[config.mk]
export PLATFORM = sky130hd
export DESIGN_NAME = spec_tracker_mw_flat
export DESIGN_NICKNAME = d
export VERILOG_FILES = /design/src/rtl/spec_tracker_mw_if.sv /design/src/rtl/spec_tracker_mw.sv /design/src/flat_wrapper.sv
export SDC_FILE = /design/constraint.sdc
export NUM_CORES = 1
export LEC_CHECK = 0
export CAP_MARGIN = 40
export CORE_MARGIN = 4
export CORE_UTILIZATION = 45
export DETAILED_ROUTE_END_ITERATION = 12
export PLACE_DENSITY = 0.69
export SLEW_MARGIN = 15
export SYNTH_ARGS = -nofsm -noshare
export SYNTH_HDL_FRONTEND = slang
export SYNTH_SLANG_ARGS = --single-unit
[constraint.sdc]
create_clock -name clk -period 8.6 [get_ports clk]
set_input_delay 1.72 -clock clk [delete_from_list [all_inputs] [get_ports clk]]
set_output_delay 1.72 -clock clk [all_outputs]
set_load 0.1 [all_outputs]
[src/rtl/spec_tracker_mw_if.sv]
// Branch push, condition writeback and resolution/rollback bundle for spec_tracker_mw.
// The master drives pushes and writebacks. The slave is the tracker.
interface spec_tracker_mw_if #(
  parameter int NUM_TAG     = 4,
  parameter int NUM_REG     = 8,
  parameter int SPEC_DEPTH  = 4,
  parameter int NUM_WB      = 2,
  parameter int PC_BIT      = 4,
  parameter int INST_ID_BIT = 8
);
  localparam int REG_ID_BIT = $clog2(NUM_REG);
  localparam int LVL_BIT    = $clog2(SPEC_DEPTH) + 1;
  localparam int TAG_BIT    = NUM_TAG * REG_ID_BIT;

  logic                              flush;
  logic                              br_vld;
  logic                              br_rdy;
  logic [REG_ID_BIT-1:0]             br_cond_reg;
  logic                              br_cond_pred;
  logic [PC_BIT-1:0]                 br_fail_pc;
  logic [INST_ID_BIT-1:0]            br_fail_id;
  logic [TAG_BIT-1:0]                br_fail_tag_map;
  logic [NUM_WB-1:0]                 wb_vld;
  logic [NUM_WB*REG_ID_BIT-1:0]      wb_reg;
  logic [NUM_WB-1:0]                 wb_val;
  logic [LVL_BIT-1:0]                cur_spec_level;
  logic                              succ_vld;
  logic [LVL_BIT*(SPEC_DEPTH+1)-1:0] nxt_levels;
  logic                              fail_vld;
  logic [LVL_BIT-1:0]                fail_level;
  logic [PC_BIT-1:0]                 fail_pc;
  logic [INST_ID_BIT-1:0]            fail_id;
  logic [TAG_BIT-1:0]                fail_tag_map;
  logic [LVL_BIT-1:0]                spec_cnt;

  modport master (
    output flush, br_vld, br_cond_reg, br_cond_pred, br_fail_pc, br_fail_id, br_fail_tag_map,
           wb_vld, wb_reg, wb_val,
    input  br_rdy, cur_spec_level, succ_vld, nxt_levels, fail_vld, fail_level,
           fail_pc, fail_id, fail_tag_map, spec_cnt
  );

  modport slave (
    input  flush, br_vld, br_cond_reg, br_cond_pred, br_fail_pc, br_fail_id, br_fail_tag_map,
           wb_vld, wb_reg, wb_val,
    output br_rdy, cur_spec_level, succ_vld, nxt_levels, fail_vld, fail_level,
           fail_pc, fail_id, fail_tag_map, spec_cnt
  );
endinterface

[src/rtl/spec_tracker_mw.sv]
// Multi-writeback speculation tracker: resolves age-ordered predicted branches,
// reports the oldest misprediction with its rollback state, and compacts survivors.
module spec_tracker_mw #(
  parameter int NUM_TAG     = 4,
  parameter int NUM_REG     = 8,
  parameter int SPEC_DEPTH  = 4,
  parameter int NUM_WB      = 2,
  parameter int PC_BIT      = 4,
  parameter int INST_ID_BIT = 8
) (
  input  logic               clk,
  input  logic               rst,
  spec_tracker_mw_if.slave   bus
);
  localparam int REG_ID_BIT = $clog2(NUM_REG);
  localparam int LVL_BIT    = $clog2(SPEC_DEPTH) + 1;
  localparam int TAG_BIT    = NUM_TAG * REG_ID_BIT;

  logic [REG_ID_BIT-1:0]  ent_reg  [SPEC_DEPTH];
  logic                   ent_pred [SPEC_DEPTH];
  logic [PC_BIT-1:0]      ent_pc   [SPEC_DEPTH];
  logic [INST_ID_BIT-1:0] ent_id   [SPEC_DEPTH];
  logic [TAG_BIT-1:0]     ent_tag  [SPEC_DEPTH];
  logic [LVL_BIT-1:0]     cnt;

  logic [REG_ID_BIT-1:0]  nxt_reg  [SPEC_DEPTH];
  logic                   nxt_pred [SPEC_DEPTH];
  logic [PC_BIT-1:0]      nxt_pc   [SPEC_DEPTH];
  logic [INST_ID_BIT-1:0] nxt_id   [SPEC_DEPTH];
  logic [TAG_BIT-1:0]     nxt_tag  [SPEC_DEPTH];
  logic [LVL_BIT-1:0]     nxt_cnt;

  logic [SPEC_DEPTH-1:0]  valid, hit, hit_val, surv;
  logic [LVL_BIT-1:0]     rank [SPEC_DEPTH];
  logic [LVL_BIT-1:0]     surv_cnt, fidx, macc;
  logic                   found, any_ok, bp_hit, bp_val, bp_fail, push_acc, push_store, br_rdy_i;
  logic [PC_BIT-1:0]      f_pc;
  logic [INST_ID_BIT-1:0] f_id;
  logic [TAG_BIT-1:0]     f_tag;
  logic [LVL_BIT*(SPEC_DEPTH+1)-1:0] nl;

  // Writeback match: descending scan so the lowest matching port wins.
  always_comb begin
    for (int i = 0; i < SPEC_DEPTH; i++) begin
      valid[i]   = (LVL_BIT'(i) < cnt);
      hit[i]     = 1'b0;
      hit_val[i] = 1'b0;
      for (int p = NUM_WB - 1; p >= 0; p--) begin
        if (bus.wb_vld[p] && (bus.wb_reg[p*REG_ID_BIT +: REG_ID_BIT] == ent_reg[i])) begin
          hit[i]     = valid[i];
          hit_val[i] = bus.wb_val[p];
        end
      end
    end
    bp_hit = 1'b0;
    bp_val = 1'b0;
    for (int p = NUM_WB - 1; p >= 0; p--) begin
      if (bus.wb_vld[p] && (bus.wb_reg[p*REG_ID_BIT +: REG_ID_BIT] == bus.br_cond_reg)) begin
        bp_hit = 1'b1;
        bp_val = bus.wb_val[p];
      end
    end
  end

  always_comb begin
    found  = 1'b0;
    any_ok = 1'b0;
    fidx   = '0;
    f_pc   = '0;
    f_id   = '0;
    f_tag  = '0;
    for (int i = 0; i < SPEC_DEPTH; i++) begin
      if (hit[i] && (hit_val[i] == ent_pred[i])) any_ok = 1'b1;
      if (hit[i] && (hit_val[i] != ent_pred[i]) && !found) begin
        found = 1'b1;
        fidx  = LVL_BIT'(i);
        f_pc  = ent_pc[i];
        f_id  = ent_id[i];
        f_tag = ent_tag[i];
      end
    end
    surv_cnt = '0;
    for (int i = 0; i < SPEC_DEPTH; i++) begin
      surv[i]  = valid[i] && !hit[i] && (!found || (LVL_BIT'(i) < fidx));
      rank[i]  = surv_cnt;
      surv_cnt = surv_cnt + {{(LVL_BIT-1){1'b0}}, surv[i]};
    end
    // A level drops by the number of resolved entries older than it.
    nl   = '0;
    macc = '0;
    for (int k = 1; k <= SPEC_DEPTH; k++) begin
      nl[k*LVL_BIT +: LVL_BIT] = LVL_BIT'(k) - macc;
      macc = macc + {{(LVL_BIT-1){1'b0}}, hit[k-1]};
    end
  end

  assign br_rdy_i   = (cnt < LVL_BIT'(SPEC_DEPTH));
  assign push_acc   = bus.br_vld && br_rdy_i;
  assign bp_fail    = push_acc && bp_hit && (bp_val != bus.br_cond_pred);
  assign push_store = push_acc && !found && !bp_hit && !bus.flush;

  assign bus.br_rdy         = br_rdy_i;
  assign bus.spec_cnt       = cnt;
  assign bus.cur_spec_level = surv_cnt;
  assign bus.nxt_levels     = nl;
  assign bus.succ_vld       = any_ok && !bus.flush;
  assign bus.fail_vld       = !bus.flush && (found || bp_fail);
  assign bus.fail_level     = !bus.fail_vld ? '0 : (found ? fidx + 1'b1 : surv_cnt + 1'b1);
  assign bus.fail_pc        = found ? f_pc  : bus.br_fail_pc;
  assign bus.fail_id        = found ? f_id  : bus.br_fail_id;
  assign bus.fail_tag_map   = found ? f_tag : bus.br_fail_tag_map;

  // Compaction: each survivor moves to its rank, a stored push lands after them.
  always_comb begin
    for (int j = 0; j < SPEC_DEPTH; j++) begin
      nxt_reg[j]  = ent_reg[j];
      nxt_pred[j] = ent_pred[j];
      nxt_pc[j]   = ent_pc[j];
      nxt_id[j]   = ent_id[j];
      nxt_tag[j]  = ent_tag[j];
      for (int i = 0; i < SPEC_DEPTH; i++) begin
        if (surv[i] && (rank[i] == LVL_BIT'(j))) begin
          nxt_reg[j]  = ent_reg[i];
          nxt_pred[j] = ent_pred[i];
          nxt_pc[j]   = ent_pc[i];
          nxt_id[j]   = ent_id[i];
          nxt_tag[j]  = ent_tag[i];
        end
      end
      if (push_store && (surv_cnt == LVL_BIT'(j))) begin
        nxt_reg[j]  = bus.br_cond_reg;
        nxt_pred[j] = bus.br_cond_pred;
        nxt_pc[j]   = bus.br_fail_pc;
        nxt_id[j]   = bus.br_fail_id;
        nxt_tag[j]  = bus.br_fail_tag_map;
      end
    end
    nxt_cnt = bus.flush ? '0 : surv_cnt + {{(LVL_BIT-1){1'b0}}, push_store};
  end

  always_ff @(posedge clk) begin
    if (rst) cnt <= '0;
    else     cnt <= nxt_cnt;
  end

  always_ff @(posedge clk) begin
    for (int j = 0; j < SPEC_DEPTH; j++) begin
      ent_reg[j]  <= nxt_reg[j];
      ent_pred[j] <= nxt_pred[j];
      ent_pc[j]   <= nxt_pc[j];
      ent_id[j]   <= nxt_id[j];
      ent_tag[j]  <= nxt_tag[j];
    end
  end
endmodule

[src/flat_wrapper.sv]
// flat-port wrapper written by rule: the top's interface ports become plain ports
module spec_tracker_mw_flat 
#(
  parameter int NUM_TAG     = 4,
  parameter int NUM_REG     = 8,
  parameter int SPEC_DEPTH  = 4,
  parameter int NUM_WB      = 2,
  parameter int PC_BIT      = 4,
  parameter int INST_ID_BIT = 8
)
  (clk, rst, bus_flush, bus_br_vld, bus_br_cond_reg, bus_br_cond_pred, bus_br_fail_pc, bus_br_fail_id, bus_br_fail_tag_map, bus_wb_vld, bus_wb_reg, bus_wb_val, bus_br_rdy, bus_cur_spec_level, bus_succ_vld, bus_nxt_levels, bus_fail_vld, bus_fail_level, bus_fail_pc, bus_fail_id, bus_fail_tag_map, bus_spec_cnt);
  spec_tracker_mw_if #(.NUM_TAG(NUM_TAG), .NUM_REG(NUM_REG), .SPEC_DEPTH(SPEC_DEPTH), .NUM_WB(NUM_WB), .PC_BIT(PC_BIT), .INST_ID_BIT(INST_ID_BIT)) bus_i ();
  input  logic clk;
  input  logic rst;
  input wire logic [$bits(bus_i.flush)-1:0] bus_flush;
  input wire logic [$bits(bus_i.br_vld)-1:0] bus_br_vld;
  input wire logic [$bits(bus_i.br_cond_reg)-1:0] bus_br_cond_reg;
  input wire logic [$bits(bus_i.br_cond_pred)-1:0] bus_br_cond_pred;
  input wire logic [$bits(bus_i.br_fail_pc)-1:0] bus_br_fail_pc;
  input wire logic [$bits(bus_i.br_fail_id)-1:0] bus_br_fail_id;
  input wire logic [$bits(bus_i.br_fail_tag_map)-1:0] bus_br_fail_tag_map;
  input wire logic [$bits(bus_i.wb_vld)-1:0] bus_wb_vld;
  input wire logic [$bits(bus_i.wb_reg)-1:0] bus_wb_reg;
  input wire logic [$bits(bus_i.wb_val)-1:0] bus_wb_val;
  output wire logic [$bits(bus_i.br_rdy)-1:0] bus_br_rdy;
  output wire logic [$bits(bus_i.cur_spec_level)-1:0] bus_cur_spec_level;
  output wire logic [$bits(bus_i.succ_vld)-1:0] bus_succ_vld;
  output wire logic [$bits(bus_i.nxt_levels)-1:0] bus_nxt_levels;
  output wire logic [$bits(bus_i.fail_vld)-1:0] bus_fail_vld;
  output wire logic [$bits(bus_i.fail_level)-1:0] bus_fail_level;
  output wire logic [$bits(bus_i.fail_pc)-1:0] bus_fail_pc;
  output wire logic [$bits(bus_i.fail_id)-1:0] bus_fail_id;
  output wire logic [$bits(bus_i.fail_tag_map)-1:0] bus_fail_tag_map;
  output wire logic [$bits(bus_i.spec_cnt)-1:0] bus_spec_cnt;
  assign bus_i.flush = bus_flush;
  assign bus_i.br_vld = bus_br_vld;
  assign bus_i.br_cond_reg = bus_br_cond_reg;
  assign bus_i.br_cond_pred = bus_br_cond_pred;
  assign bus_i.br_fail_pc = bus_br_fail_pc;
  assign bus_i.br_fail_id = bus_br_fail_id;
  assign bus_i.br_fail_tag_map = bus_br_fail_tag_map;
  assign bus_i.wb_vld = bus_wb_vld;
  assign bus_i.wb_reg = bus_wb_reg;
  assign bus_i.wb_val = bus_wb_val;
  assign bus_br_rdy = bus_i.br_rdy;
  assign bus_cur_spec_level = bus_i.cur_spec_level;
  assign bus_succ_vld = bus_i.succ_vld;
  assign bus_nxt_levels = bus_i.nxt_levels;
  assign bus_fail_vld = bus_i.fail_vld;
  assign bus_fail_level = bus_i.fail_level;
  assign bus_fail_pc = bus_i.fail_pc;
  assign bus_fail_id = bus_i.fail_id;
  assign bus_fail_tag_map = bus_i.fail_tag_map;
  assign bus_spec_cnt = bus_i.spec_cnt;
  spec_tracker_mw #(.NUM_TAG(NUM_TAG), .NUM_REG(NUM_REG), .SPEC_DEPTH(SPEC_DEPTH), .NUM_WB(NUM_WB), .PC_BIT(PC_BIT), .INST_ID_BIT(INST_ID_BIT)) u_core (.clk(clk), .rst(rst), .bus(bus_i));
endmodule
==> flow_summary.yaml <==
clock_network:
  cts_tree: "done"
  post_cts_resize_count: 0
  h-tree-depth: 4
  cts-hold-fix-buffers: 0
  path_clk_slew_ns: 0.05
  cts_setup_buffers: 0
  clock_sinks: 115
  cts_buffer_depth: 2
  cts_buffers: 17
  clk_latency_ns: 0.42
  cts_root_buffer: "clkbuf_16"
critical_path:
  rrSetupSlack_ns: 3.28
  slowest_delay_ns: 0.59
  crit_path_frequent_cell: "inv_1"
  cp.arrival_ns: 6.22
  cpMaxStageDelayCell: "or4b_4"
  cp-end-kind: "primary output"
  worstPathCellList: "clkdlybuf4s50_1 > xor2_1 > or4b_4 > o31a_1 > a211oi_2 > nor4_2 > inv_1 > fa_1 > inv_1 > ha_1 > inv_1 > fa_1 > a211oi_1 > ha_1 > or3_1 > a21boi_2 > buf_12"
  required_ns: 6.88
  critPathMaxFanout: 5
  crit_type: "in -> out"
  start_kind: "primary input"
die:
  dieWidth_um: 142.6
  die_h_um: 142.6
  num_rows: 48
  initial_core_util: 0.4647
  die-area_sq_um: 20330
  io_pins: 93
  core-area_sq_um: 17540
drt:
  vias: 6928
  drc: 0
  drt_pre_antenna_iters: 5
  routed_wirelength_um: 25060
  wl_per_cell_um: 23.18
  viasPerCell: 6.409
  first_iter_violations: 903
  ant_nets: 0
placed_design:
  post-dp-hpwl_um: 16180
  port_buffers: 84
  gp_congestion: 0.8549
sta:
  fin_skew_ns: 0.01709
  maxSlewViolCount: 0
  clock.fmax_mhz: 126.0
  slew_headroom: 0.4637
  fin_crit_ns: 7.935
  hold_slack_ns: 0.6282
  setup_tns_ns: 0
  final-hold-violation-count: 0
  setup_viol: 0
  min_period_over_period: 0.9227
  rsz0062_at_grt: "false"
  tightest_slew_ns: 0.7971
pwr:
  leakagePower_nw: 3.680
  power_density_nw_per_um2: 154.7
  ir_drop_uv: 124.5
synth:
  mappedNetlistArea_sq_um: 8149
  ys_types: 60
  synthFlopType: "edfxtp_1"
  ys_warn_count: 0
  avgSynthCellArea_sq_um: 10.69
  netlist_instances: 762
  ys_seq_area_frac: 0.4201
  ys_ff_latch: 115
  synth_async_sr_flop_share: 0
  synth_edf_count: 112
cells_and_area:
  largest_reg_flops: 48
  layout-drive-gt1-share: 0.2290
  seq_area_sq_um: 3423
  mostFrequentLayoutCells: "edfxtp_1, mux2_2, nor2_1"
  fin_nets: 899
  mostFrequentLayoutCell: "edfxtp_1"
  area_growth_pct: 21.73
  multi_input_area_sq_um: 4270
  diodes: 0
  top_regs: "u_core.ent_tag: 48 flops, u_core.ent_id: 32 flops, u_core.ent_pc: 16 flops"
  fillers: 1500
  top_register: "u_core.ent_tag"
grt:
  grt_max_degree: 57
  first_global_vias: 6894
  grt_pass1_wl_um: 38340
  gr-usage-all-layers: 0.2428
  antenna_found_initial: 0
  grt_overflow: 0
min_path:
  hold_class: "reg -> reg"
status:
  status: "finished, final reports clean"
job:
  max_cap_viol_count: 0
==> layer usage <==
| layer | part of all wire | global-route usage | vias up |
|---|---|---|---|
| li1 | - | - | 3090 |
| met1 | 0.41 | 0.3237 | 3348 |
| met2 | 0.48 | 0.3956 | 438 |
| met3 | 0.093 | 0.04267 | 52 |
| met4 | 0.022 | 0.09305 | 0 |
| met5 | 0 | 0 | - |
==> where the power goes <==
| part | internal [W] | switching (W) | total, W |
|---|---|---|---|
| combinational | 0.0000618 | 0.000159 | 0.000221 |
| clock | 0.000447 | 0.000242 | 0.000689 |
| sequential | 0.000622 | 0.00000389 | 0.000625 |
==> layout make-up <==
type	count	area share
clock buffers	18	0.04326
clock inverters	14	0.01451
inverters	34	0.01287
multi-input cells	550	0.4305
flip-flops and latches	115	0.3451
well taps	225	0.02838
repair buffers	125	0.1254
==> path summary, 6_finish.rpt <==
| check | start | cells after the start | end |
|---|---|---|---|
| min reg2reg | u_core.ent_tag[3][3]$_DFFE_PP_ | 1 | u_core.ent_tag[2][3]$_DFFE_PP_ |
| max reg2reg | u_core.ent_reg[1][2]$_DFFE_PP_ | 16 | u_core.ent_tag[0][8]$_DFFE_PP_ |
| max | bus_wb_reg[5] | 17 | bus_fail_level[2] |
| min | u_core.ent_tag[3][3]$_DFFE_PP_ | 1 | u_core.ent_tag[2][3]$_DFFE_PP_ |
==> Yosys cell counts (all sizes together) (12+ instances only) <==
master | number | share of area
clkbuf | 31 | 0.014
mux2 | 116 | 0.16
xnor2 | 30 | 0.032
nand4 | 17 | 0.015
a31oi | 19 | 0.015
edfxtp | 112 | 0.41
o2111ai | 14 | 0.015
nor2 | 59 | 0.027
a221oi | 16 | 0.017
nand2 | 43 | 0.020
and2 | 15 | 0.012
ha | 12 | 0.018
a21oi | 36 | 0.023
buf | 38 | 0.033
a311oi | 16 | 0.017
o21ai | 12 | 0.0078
inv | 33 | 0.015
mux2i | 21 | 0.026
o31ai | 43 | 0.040
==> worst max-delay path: cells and delay by family <==
family,cells,cell delay (ns)
AND/OR/NAND/NOR,3,1.03
adder cells (fa/ha/maj),4,1.36
buffers and inverters,5,0.99
AO/OA/AOI/OAI,4,0.86
XOR/XNOR,1,0.24
==> logic make-up after synthesis <==
kind of cell | count (synthesis) | share of synthesized area
DFF | 115 | 0.4201
adders and majority gates | 14 | 0.02334
xor gates and xnor gates | 34 | 0.03654
AOI/OAI and AO/OA | 186 | 0.1638
muxes | 137 | 0.1861
buffers and inverters | 103 | 0.06326
other | 2 | 0.0009216
and+or+nand+nor | 171 | 0.1059
==> through the flow <==
step           utilization  cells  worst slack [ns]  cell area [sq um]  power [W]
3_5_place_dp        0.5330   1049            0.6664               9346  0.0008553
3_3_place_gp        0.5207   1035            0.7662               9131  0.0008488
2_1_floorplan            -    768            0.1739               8175  0.0007877
5_1_grt             0.5656   1081            0.5152               9920   0.001578
4_1_cts             0.5656   1081            0.6669               9920   0.001541
6_report            0.5656   1081            0.6646               9920   0.001535
Note: power is estimated with default switching activity, not from simulation.
